File: config.mk
export PLATFORM = sky130hd
export DESIGN_NAME = pipe_hazard_ctrl_flat
export DESIGN_NICKNAME = d
export VERILOG_FILES = /design/src/rtl/pipe_hazard_ctrl_if.sv /design/src/rtl/pipe_hazard_ctrl.sv /design/src/flat_wrapper.sv
export SDC_FILE = /design/constraint.sdc
export NUM_CORES = 1
export LEC_CHECK = 0
export ABC_AREA = 1
export CORE_MARGIN = 3
export CORE_UTILIZATION = 36
export CTS_BUF_LIST = sky130_fd_sc_hd__clkbuf_8
export DETAILED_ROUTE_END_ITERATION = 10
export PLACE_DENSITY = 0.77
export SYNTH_ARGS = -nofsm -noshare
export SYNTH_HDL_FRONTEND = slang
export SYNTH_SLANG_ARGS = --single-unit
File: constraint.sdc
create_clock -name clk -period 1.3 [get_ports clk]
set_input_delay 0.26 -clock clk [delete_from_list [all_inputs] [get_ports clk]]
set_output_delay 0.26 -clock clk [all_outputs]
set_load 0.02 [all_outputs]
File: src/rtl/pipe_hazard_ctrl_if.sv
// Hazard-unit bundle: pipeline hazard sources in, per-stage stall/flush strobes out.
// Strobes are combinational from the sources; there is no backpressure on this bundle.
interface pipe_hazard_ctrl_if #(
   parameter int REG_ADDR_WIDTH = 5
);
   logic [REG_ADDR_WIDTH-1:0] id_rs1_addr;
   logic [REG_ADDR_WIDTH-1:0] id_rs2_addr;
   logic                      id_rs1_used;
   logic                      id_rs2_used;
   logic                      id_fence;
   logic [REG_ADDR_WIDTH-1:0] ex_rd_addr;
   logic                      ex_mem_read;
   logic                      ex_redirect;
   logic                      ex_div_start;
   logic                      div_done;
   logic                      mem_req;
   logic                      dmem_ready;
   logic                      trap;
   logic                      pc_stall;
   logic                      ifid_stall;
   logic                      idex_stall;
   logic                      exmem_stall;
   logic                      ifid_flush;
   logic                      idex_flush;
   logic                      exmem_flush;
   logic                      memwb_flush;
   logic                      fence_done;
   logic                      busy;

   modport master (
      output id_rs1_addr, id_rs2_addr, id_rs1_used, id_rs2_used, id_fence,
             ex_rd_addr, ex_mem_read, ex_redirect, ex_div_start, div_done,
             mem_req, dmem_ready, trap,
      input  pc_stall, ifid_stall, idex_stall, exmem_stall,
             ifid_flush, idex_flush, exmem_flush, memwb_flush, fence_done, busy
   );

   modport slave (
      input  id_rs1_addr, id_rs2_addr, id_rs1_used, id_rs2_used, id_fence,
             ex_rd_addr, ex_mem_read, ex_redirect, ex_div_start, div_done,
             mem_req, dmem_ready, trap,
      output pc_stall, ifid_stall, idex_stall, exmem_stall,
             ifid_flush, idex_flush, exmem_flush, memwb_flush, fence_done, busy
   );
endinterface

File: src/rtl/pipe_hazard_ctrl.sv
// Pipeline hazard/control unit: zero-cycle stall/flush strobes decoded from registered state + inputs.
// Priority: trap > memory wait > divide wait > fence drain > redirect > load-use > divide issue > fence issue.
module pipe_hazard_ctrl #(
   parameter int REG_ADDR_WIDTH     = 5,
   parameter int FENCE_DRAIN_CYCLES = 3
) (
   input logic               clk,
   input logic               rst_n,
   pipe_hazard_ctrl_if.slave hz
);
   localparam int CNT_W = $clog2(FENCE_DRAIN_CYCLES + 1);

   typedef enum logic [1:0] {RUN, DIV_WAIT, FENCE_DRAIN} state_t;

   state_t                    state, state_nxt;
   logic [CNT_W-1:0]          cnt, cnt_nxt;
   logic                      div_pend, div_pend_nxt;
   logic [REG_ADDR_WIDTH-1:0] rd;
   logic                      mem_wait;
   logic                      load_use;
   logic                      div_ret;
   logic                      cnt_last;

   assign rd       = hz.ex_rd_addr;
   assign mem_wait = hz.mem_req & ~hz.dmem_ready;
   assign load_use = hz.ex_mem_read & (rd != '0) &
                     ((hz.id_rs1_used & (hz.id_rs1_addr == rd)) |
                      (hz.id_rs2_used & (hz.id_rs2_addr == rd)));
   assign div_ret  = hz.div_done | div_pend;
   assign cnt_last = (cnt == CNT_W'(1));

   always_ff @(posedge clk or negedge rst_n) begin
      if (!rst_n) begin
         state    <= RUN;
         cnt      <= '0;
         div_pend <= 1'b0;
      end else begin
         state    <= state_nxt;
         cnt      <= cnt_nxt;
         div_pend <= div_pend_nxt;
      end
   end

   always_comb begin
      state_nxt    = state;
      cnt_nxt      = cnt;
      div_pend_nxt = div_pend;
      if (hz.trap) begin
         state_nxt    = RUN;
         cnt_nxt      = '0;
         div_pend_nxt = 1'b0;
      end else if (mem_wait) begin
         // Completion seen while memory holds the pipe is remembered for the exit cycle.
         if (state == DIV_WAIT && hz.div_done) div_pend_nxt = 1'b1;
      end else begin
         case (state)
            DIV_WAIT: begin
               if (div_ret) begin
                  state_nxt    = RUN;
                  div_pend_nxt = 1'b0;
               end
            end
            FENCE_DRAIN: begin
               cnt_nxt = cnt - CNT_W'(1);
               if (cnt_last) state_nxt = RUN;
            end
            default: begin
               if (hz.ex_redirect || load_use) begin
                  state_nxt = RUN;
               end else if (hz.ex_div_start) begin
                  state_nxt = DIV_WAIT;
               end else if (hz.id_fence) begin
                  state_nxt = FENCE_DRAIN;
                  cnt_nxt   = CNT_W'(FENCE_DRAIN_CYCLES);
               end
            end
         endcase
      end
   end

   always_comb begin
      hz.pc_stall    = 1'b0;
      hz.ifid_stall  = 1'b0;
      hz.idex_stall  = 1'b0;
      hz.exmem_stall = 1'b0;
      hz.ifid_flush  = 1'b0;
      hz.idex_flush  = 1'b0;
      hz.exmem_flush = 1'b0;
      hz.memwb_flush = 1'b0;
      hz.fence_done  = 1'b0;
      hz.busy        = 1'b0;
      if (rst_n) begin
         hz.busy = (state != RUN);
         if (hz.trap) begin
            hz.ifid_flush  = 1'b1;
            hz.idex_flush  = 1'b1;
            hz.exmem_flush = 1'b1;
         end else if (mem_wait) begin
            hz.pc_stall    = 1'b1;
            hz.ifid_stall  = 1'b1;
            hz.idex_stall  = 1'b1;
            hz.exmem_stall = 1'b1;
            hz.memwb_flush = 1'b1;
         end else if (state == DIV_WAIT) begin
            if (!div_ret) begin
               hz.pc_stall    = 1'b1;
               hz.ifid_stall  = 1'b1;
               hz.idex_stall  = 1'b1;
               hz.exmem_flush = 1'b1;
            end
         end else if (state == FENCE_DRAIN) begin
            hz.pc_stall   = 1'b1;
            hz.ifid_stall = 1'b1;
            hz.idex_flush = 1'b1;
            hz.fence_done = cnt_last;
         end else if (hz.ex_redirect) begin
            hz.ifid_flush = 1'b1;
            hz.idex_flush = 1'b1;
         end else if (load_use) begin
            hz.pc_stall   = 1'b1;
            hz.ifid_stall = 1'b1;
            hz.idex_flush = 1'b1;
         end else if (!hz.ex_div_start && hz.id_fence) begin
            hz.pc_stall   = 1'b1;
            hz.ifid_stall = 1'b1;
            hz.idex_flush = 1'b1;
         end
      end
   end
endmodule

File: src/flat_wrapper.sv
// flat-port wrapper written by rule: the top's interface ports become plain ports
module pipe_hazard_ctrl_flat 
#(
   parameter int REG_ADDR_WIDTH     = 5,
   parameter int FENCE_DRAIN_CYCLES = 3
)
  (clk, rst_n, hz_id_rs1_addr, hz_id_rs2_addr, hz_id_rs1_used, hz_id_rs2_used, hz_id_fence, hz_ex_rd_addr, hz_ex_mem_read, hz_ex_redirect, hz_ex_div_start, hz_div_done, hz_mem_req, hz_dmem_ready, hz_trap, hz_pc_stall, hz_ifid_stall, hz_idex_stall, hz_exmem_stall, hz_ifid_flush, hz_idex_flush, hz_exmem_flush, hz_memwb_flush, hz_fence_done, hz_busy);
  pipe_hazard_ctrl_if #(.REG_ADDR_WIDTH(REG_ADDR_WIDTH)) hz_i ();
  input logic clk;
  input logic rst_n;
  input wire logic [$bits(hz_i.id_rs1_addr)-1:0] hz_id_rs1_addr;
  input wire logic [$bits(hz_i.id_rs2_addr)-1:0] hz_id_rs2_addr;
  input wire logic [$bits(hz_i.id_rs1_used)-1:0] hz_id_rs1_used;
  input wire logic [$bits(hz_i.id_rs2_used)-1:0] hz_id_rs2_used;
  input wire logic [$bits(hz_i.id_fence)-1:0] hz_id_fence;
  input wire logic [$bits(hz_i.ex_rd_addr)-1:0] hz_ex_rd_addr;
  input wire logic [$bits(hz_i.ex_mem_read)-1:0] hz_ex_mem_read;
  input wire logic [$bits(hz_i.ex_redirect)-1:0] hz_ex_redirect;
  input wire logic [$bits(hz_i.ex_div_start)-1:0] hz_ex_div_start;
  input wire logic [$bits(hz_i.div_done)-1:0] hz_div_done;
  input wire logic [$bits(hz_i.mem_req)-1:0] hz_mem_req;
  input wire logic [$bits(hz_i.dmem_ready)-1:0] hz_dmem_ready;
  input wire logic [$bits(hz_i.trap)-1:0] hz_trap;
  output wire logic [$bits(hz_i.pc_stall)-1:0] hz_pc_stall;
  output wire logic [$bits(hz_i.ifid_stall)-1:0] hz_ifid_stall;
  output wire logic [$bits(hz_i.idex_stall)-1:0] hz_idex_stall;
  output wire logic [$bits(hz_i.exmem_stall)-1:0] hz_exmem_stall;
  output wire logic [$bits(hz_i.ifid_flush)-1:0] hz_ifid_flush;
  output wire logic [$bits(hz_i.idex_flush)-1:0] hz_idex_flush;
  output wire logic [$bits(hz_i.exmem_flush)-1:0] hz_exmem_flush;
  output wire logic [$bits(hz_i.memwb_flush)-1:0] hz_memwb_flush;
  output wire logic [$bits(hz_i.fence_done)-1:0] hz_fence_done;
  output wire logic [$bits(hz_i.busy)-1:0] hz_busy;
  assign hz_i.id_rs1_addr = hz_id_rs1_addr;
  assign hz_i.id_rs2_addr = hz_id_rs2_addr;
  assign hz_i.id_rs1_used = hz_id_rs1_used;
  assign hz_i.id_rs2_used = hz_id_rs2_used;
  assign hz_i.id_fence = hz_id_fence;
  assign hz_i.ex_rd_addr = hz_ex_rd_addr;
  assign hz_i.ex_mem_read = hz_ex_mem_read;
  assign hz_i.ex_redirect = hz_ex_redirect;
  assign hz_i.ex_div_start = hz_ex_div_start;
  assign hz_i.div_done = hz_div_done;
  assign hz_i.mem_req = hz_mem_req;
  assign hz_i.dmem_ready = hz_dmem_ready;
  assign hz_i.trap = hz_trap;
  assign hz_pc_stall = hz_i.pc_stall;
  assign hz_ifid_stall = hz_i.ifid_stall;
  assign hz_idex_stall = hz_i.idex_stall;
  assign hz_exmem_stall = hz_i.exmem_stall;
  assign hz_ifid_flush = hz_i.ifid_flush;
  assign hz_idex_flush = hz_i.idex_flush;
  assign hz_exmem_flush = hz_i.exmem_flush;
  assign hz_memwb_flush = hz_i.memwb_flush;
  assign hz_fence_done = hz_i.fence_done;
  assign hz_busy = hz_i.busy;
  pipe_hazard_ctrl #(.REG_ADDR_WIDTH(REG_ADDR_WIDTH), .FENCE_DRAIN_CYCLES(FENCE_DRAIN_CYCLES)) u_core (.clk(clk), .rst_n(rst_n), .hz(hz_i));
endmodule
; ---- After elaboration in Yosys (flattened, before gate mapping)
; Cells that the tools add are included.
[op_classes]
n_addsub = 1
eq_ne = 12
mux = 56
n_bitwise = 8
n_reduce_logical = 13
[ops]
columns = operator, count
row1 = $mux W1, 42
row2 = $mux W2, 12
row3 = $eq A5 B5 Y1, 2
row4 = $reduce_bool A3 Y1, 3
row5 = $pmux W2 S2, 2
row6 = $ne A3 B2 Y1 const B, 2
row7 = $ne A3 B3 Y1 const B, 2
row8 = $reduce_bool A6 Y1, 1
row9 = $and A1 B1 Y1, 5
row10 = $reduce_and A5 Y1, 1
row11 = $reduce_bool A5 Y1, 1
row12 = $eq A2 B1 Y1 const B, 2
row13 = $ne A2 B2 Y1 const B, 2
row14 = $reduce_and A4 Y1, 1
row15 = $ne A3 B1 Y1 const B, 1
row16 = $reduce_and A3 Y1, 1
row17 = $eq A2 B2 Y1 const B, 1
row18 = $logic_and A1 B1 Y1, 2
row19 = $or A1 B1 Y1, 2
row20 = $reduce_bool A2 Y1, 1
row21 = $sub A2 B1 Y2 const B, 1
row22 = $logic_not A1 Y1, 1
row23 = $logic_or A1 B1 Y1, 1
row24 = $not A1 Y1, 1
[totals]
register_bits = 5
out_inout_bits = 10

; ---- Depth between registers and ports, before layout
[depth]
depth_word = 11
mapped_depth = 12
mapped_depth_nobuf = 12

; ---- Worst setup path after synthesis
; Ideal clock, no wire load.
[synth_path]
kind = register to output
start = register u_core.state[1]
end = output port hz_pc_stall
arrival_time_ns = 1.654
path_slack_ns = -0.614
stages_incl_launch_ff = 8
n_path_buf = 1
cell_sequence = dfrtp_1 -> inv_1 -> ha_1 -> nand2_1 -> inv_1 -> nor2_1 -> o21ai_0 -> buf_4
[synth_between]
elab_chain_cells = 6
elab_cells_between_ends = 7
[synth_rtl]
columns = item, line_no
row1 = start: declaration, pipe_hazard_ctrl.sv:15  ; state_t state, state_nxt;
row2 = start signal: assignment, pipe_hazard_ctrl.sv:38  ; state <= state_nxt;
row3 = $eq A2 B2 Y1, pipe_hazard_ctrl.sv:111  ; end else if (state == FENCE_DRAIN) begin
row4 = $mux W1, -
row5 = $mux W1 (*) (4 in a row), -
row6 = end: declaration, flat_wrapper.sv:24  ; output wire logic [$bits(hz_i.pc_stall)-1:0] hz_pc_stall;
; Mark *: on every way between the ends. The rest lies on a longest branch, timed or not.

; ---- Final worst setup path
[layout_path]
start = register u_core.state[0]
end = output port hz_fence_done
[layout_between]
elab_chain_cells = 6
elab_cells_between_ends = 7
[layout_rtl]
columns = item, line_no
row1 = $eq A2 B2 Y1, pipe_hazard_ctrl.sv:111
row2 = $mux W1, pipe_hazard_ctrl.sv:111
row3 = $mux W1 (*), pipe_hazard_ctrl.sv:104  ; end else if (state == DIV_WAIT) begin
row4 = $mux W1 (*), pipe_hazard_ctrl.sv:98  ; end else if (mem_wait) begin
row5 = $mux W1 (*), pipe_hazard_ctrl.sv:94  ; if (hz.trap) begin
row6 = $mux W1 (*), pipe_hazard_ctrl.sv:92  ; if (rst_n) begin
row7 = end: declaration, flat_wrapper.sv:32  ; output wire logic [$bits(hz_i.fence_done)-1:0] hz_fence_done;
; Marks and branches as above.

==> flow_summary.yaml <==
outcome:
  outcome: "finished, violations left"
  failed_checks: "negative setup slack"
finish:
  fillers: 69
  finalNonFillerCells: 234
  nets: 241
  area_growth_pct: 132
  fin_util_pct: 92.1
  drive_gt1_share_pct: 54.5
  multiInputGateArea_um2: 691
  register_area_um2: 128
  antennaDiodeCount: 0
sta:
  worst_slack_ps: -487
  hold_viol_final: 0
  fin_skew_ps: 1.69
  slew_violations: 0
  rsz0062_at_grt: "true"
  max-slew-margin-rel_pct: 86.1
  max_freq_mhz: 560
  tightest_slew_ps: 208
  post-route-min-period_ps: 1790
  layout_worst_path_cycle_share_pct: 137
  finalSetupViolCount: 13
drt:
  ant_nets: 0
  wl_um: 4430
  drc: 0
  first_pass_iters: 7
  vias: 1320
  post_drt_wl_per_cell_um: 18.9
  routed_via_density: 5.64
  drt_iter0_drc: 70
power:
  irDropWorstVdd_v: 0.000926
  power.leakage_nw: 0.859
  power_per_cell_area_nw_per_um2: 678
  p_total_mw: 1.11
hold_path:
  hold_class: "input pin to flop"
clocking:
  clock_sinks: 5
  cts_root_buf: "clkbuf_8"
  cts.clk_slew.worst_paths_ps: 40
  htreeDepth: 1
  cts_tree: "built"
  cts_buffer_depth: 2
  clk_latency_ps: 240
  numCtsBuffers: 3
yosys:
  syn_area_per_cell_um2: 5.24
  synth_warnings: 0
  synthTopCellsByCount: "nand2_1, inv_1, nor2_1"
  syn-cell-area_um2: 707
  synth_ff_type: "dfrtp_1"
  synthArstFlopShare_pct: 100
  synth_enable_flop_cells: 0
  synth_fp_nets: 166
  seq_area_frac_synth_pct: 17.7
  synth.area.top_cells: "nand2_1, dfrtp_1, inv_1"
  ys_types: 17
  yosys.area.top_type_share_pct: 23.9
  synth_most_common_cell: "nand2_1"
  yosysTopAreaCell: "nand2_1"
  synthCells: 135
  ys_seq_elements: 5
critical_path:
  worstPathRequired_ps: 1040
  cp.buffers_inverters: 3
  crit_path_max_fanout: 5
  critPathCaptureType: "primary output"
  crit_slowest_cell: "dfrtp_2"
  cp.arrival_ps: 1530
  slowest_delay_ps: 440
  crit_family: "flip-flops"
  startpoint_type: "flop"
  crit_top_cell: "buf_6"
  path_class: "flop to primary output"
  crit_chain: "ha_4, buf_6, buf_6, nor3_2, buf_4"
placement:
  hpwl_um: 2050
  gp_congestion: 0.842
  placedCellCount: 220
  numPortBuffers: 36
floorplanning:
  die_h_um: 50.3
  io_pins: 37
  dieArea_um2: 2530
  rows: 15
  dieWidth_um: 50.3
  start_util_pct: 39.6
  core_um2: 1780
global_routing:
  grt-busiest-layer: "met2"
  met2_usage_pct: 48.5
  overflow: 0
  grt_max_degree: 6
  grtUsageMet1_pct: 29.3
  antenna_found_initial: 0
  grt_first_pass_wirelength_um: 5040
  use_met3_pct: 5.93
  grt_use_total_pct: 26.3
  first_global_vias: 1113
flow_run:
  cap_violations: 0
[cells in the final DEF (no fill, tap or decap), types with 5 or more instances in the layout]
cell type,synthesis,layout
nand3_1,8,5
nor2_4,0,6
clkdlybuf4s50_1,0,5
buf_2,0,6
inv_2,3,12
nand2_1,45,37
nand2_2,4,9
inv_1,26,16
buf_6,0,19
nor2_2,0,5
nor2_1,20,9
buf_4,2,26
clkdlybuf4s15_1,0,8
[stage by stage]
| stage | instance area [µm²] | hold WS, ps | worst slack, ps | TNS [ps] |
|---|---|---|---|---|
| after detailed placement | 1350 | 486 | -1110 | -11100 |
| final | 1640 | 447 | -487 | -4460 |
| after global routing | 1640 | 463 | -494 | -5060 |
| after global placement | 1350 | 477 | -1090 | -10610 |
| after CTS | 1520 | 407 | -413 | -3390 |
| after floorplan | 783 | -35.6 | -166 | -444 |
[final timing paths]
path	from	end	slack [ps]	cells past startpoint
min in group asynchronous	rst_n	u_core.div_pend	540	3
hold / removal	hz_trap	u_core.div_pend	450	3
max in group asynchronous	rst_n	u_core.state[1]	630	3
setup reg to reg	u_core.state[1]	u_core.state[1]	-350	8
hold reg to reg	u_core.cnt[1]	u_core.cnt[1]	520	2
setup / recovery	u_core.state[0]	hz_fence_done	-490	5
[logic make-up (layout without fill, tap and decap cells)]
kind of cell	Yosys count	in the layout	share of synthesized area (%)
AOI/OAI and AO/OA	13	13	9.91
DFF	5	5	17.7
adders and majority gates	4	4	7.08
buffers and inverters	31	105	17.5
and+or+nand+nor	82	82	47.8
[timing repair]
item,in CTS,in global routing
buffers inserted,9,7
hold buffers,1,0
hold endpoints to repair,5,0
pin swaps,42,20
resized for setup,147,29
endpoints found under the setup margin,14,15
[tightest hold or removal path: stages]
cell and delay, ps:
buf_2 120, buf_4 180, a211oi_2 70
[power breakdown]
| part | leakage (nW) | internal, mW | switching [mW] | total [mW] |
|---|---|---|---|---|
| Combinational | 0.772 | 0.289 | 0.319 | 0.608 |
| Clock | 0.0255 | 0.208 | 0.107 | 0.315 |
| Sequential | 0.0624 | 0.176 | 0.0151 | 0.191 |
[per-layer routing]
layer  up-vias  wire (µm)  part of all wire [%]
li1        561          -                     -
met1       599       1540                    35
met2       110       2180                    49
met3        50        372                   8.4
met4         0        335                   7.6
met5         -          0                     0
[sequential cells by signal, summed over array words and instances, names as in the netlist]
name and flops:
u_core.div_pend 1, u_core.cnt 2, u_core.state 2
[final cells by class]
type,count,area share (%)
sequential,5,7.77
inverter,29,6.78
tap,25,1.90
clock buffer,3,2.51
clock inverter,1,0.305
timing repair buffer,72,38.7
multi-input combinational,99,42.0
Note: power is estimated with default switching activity, not from simulation.
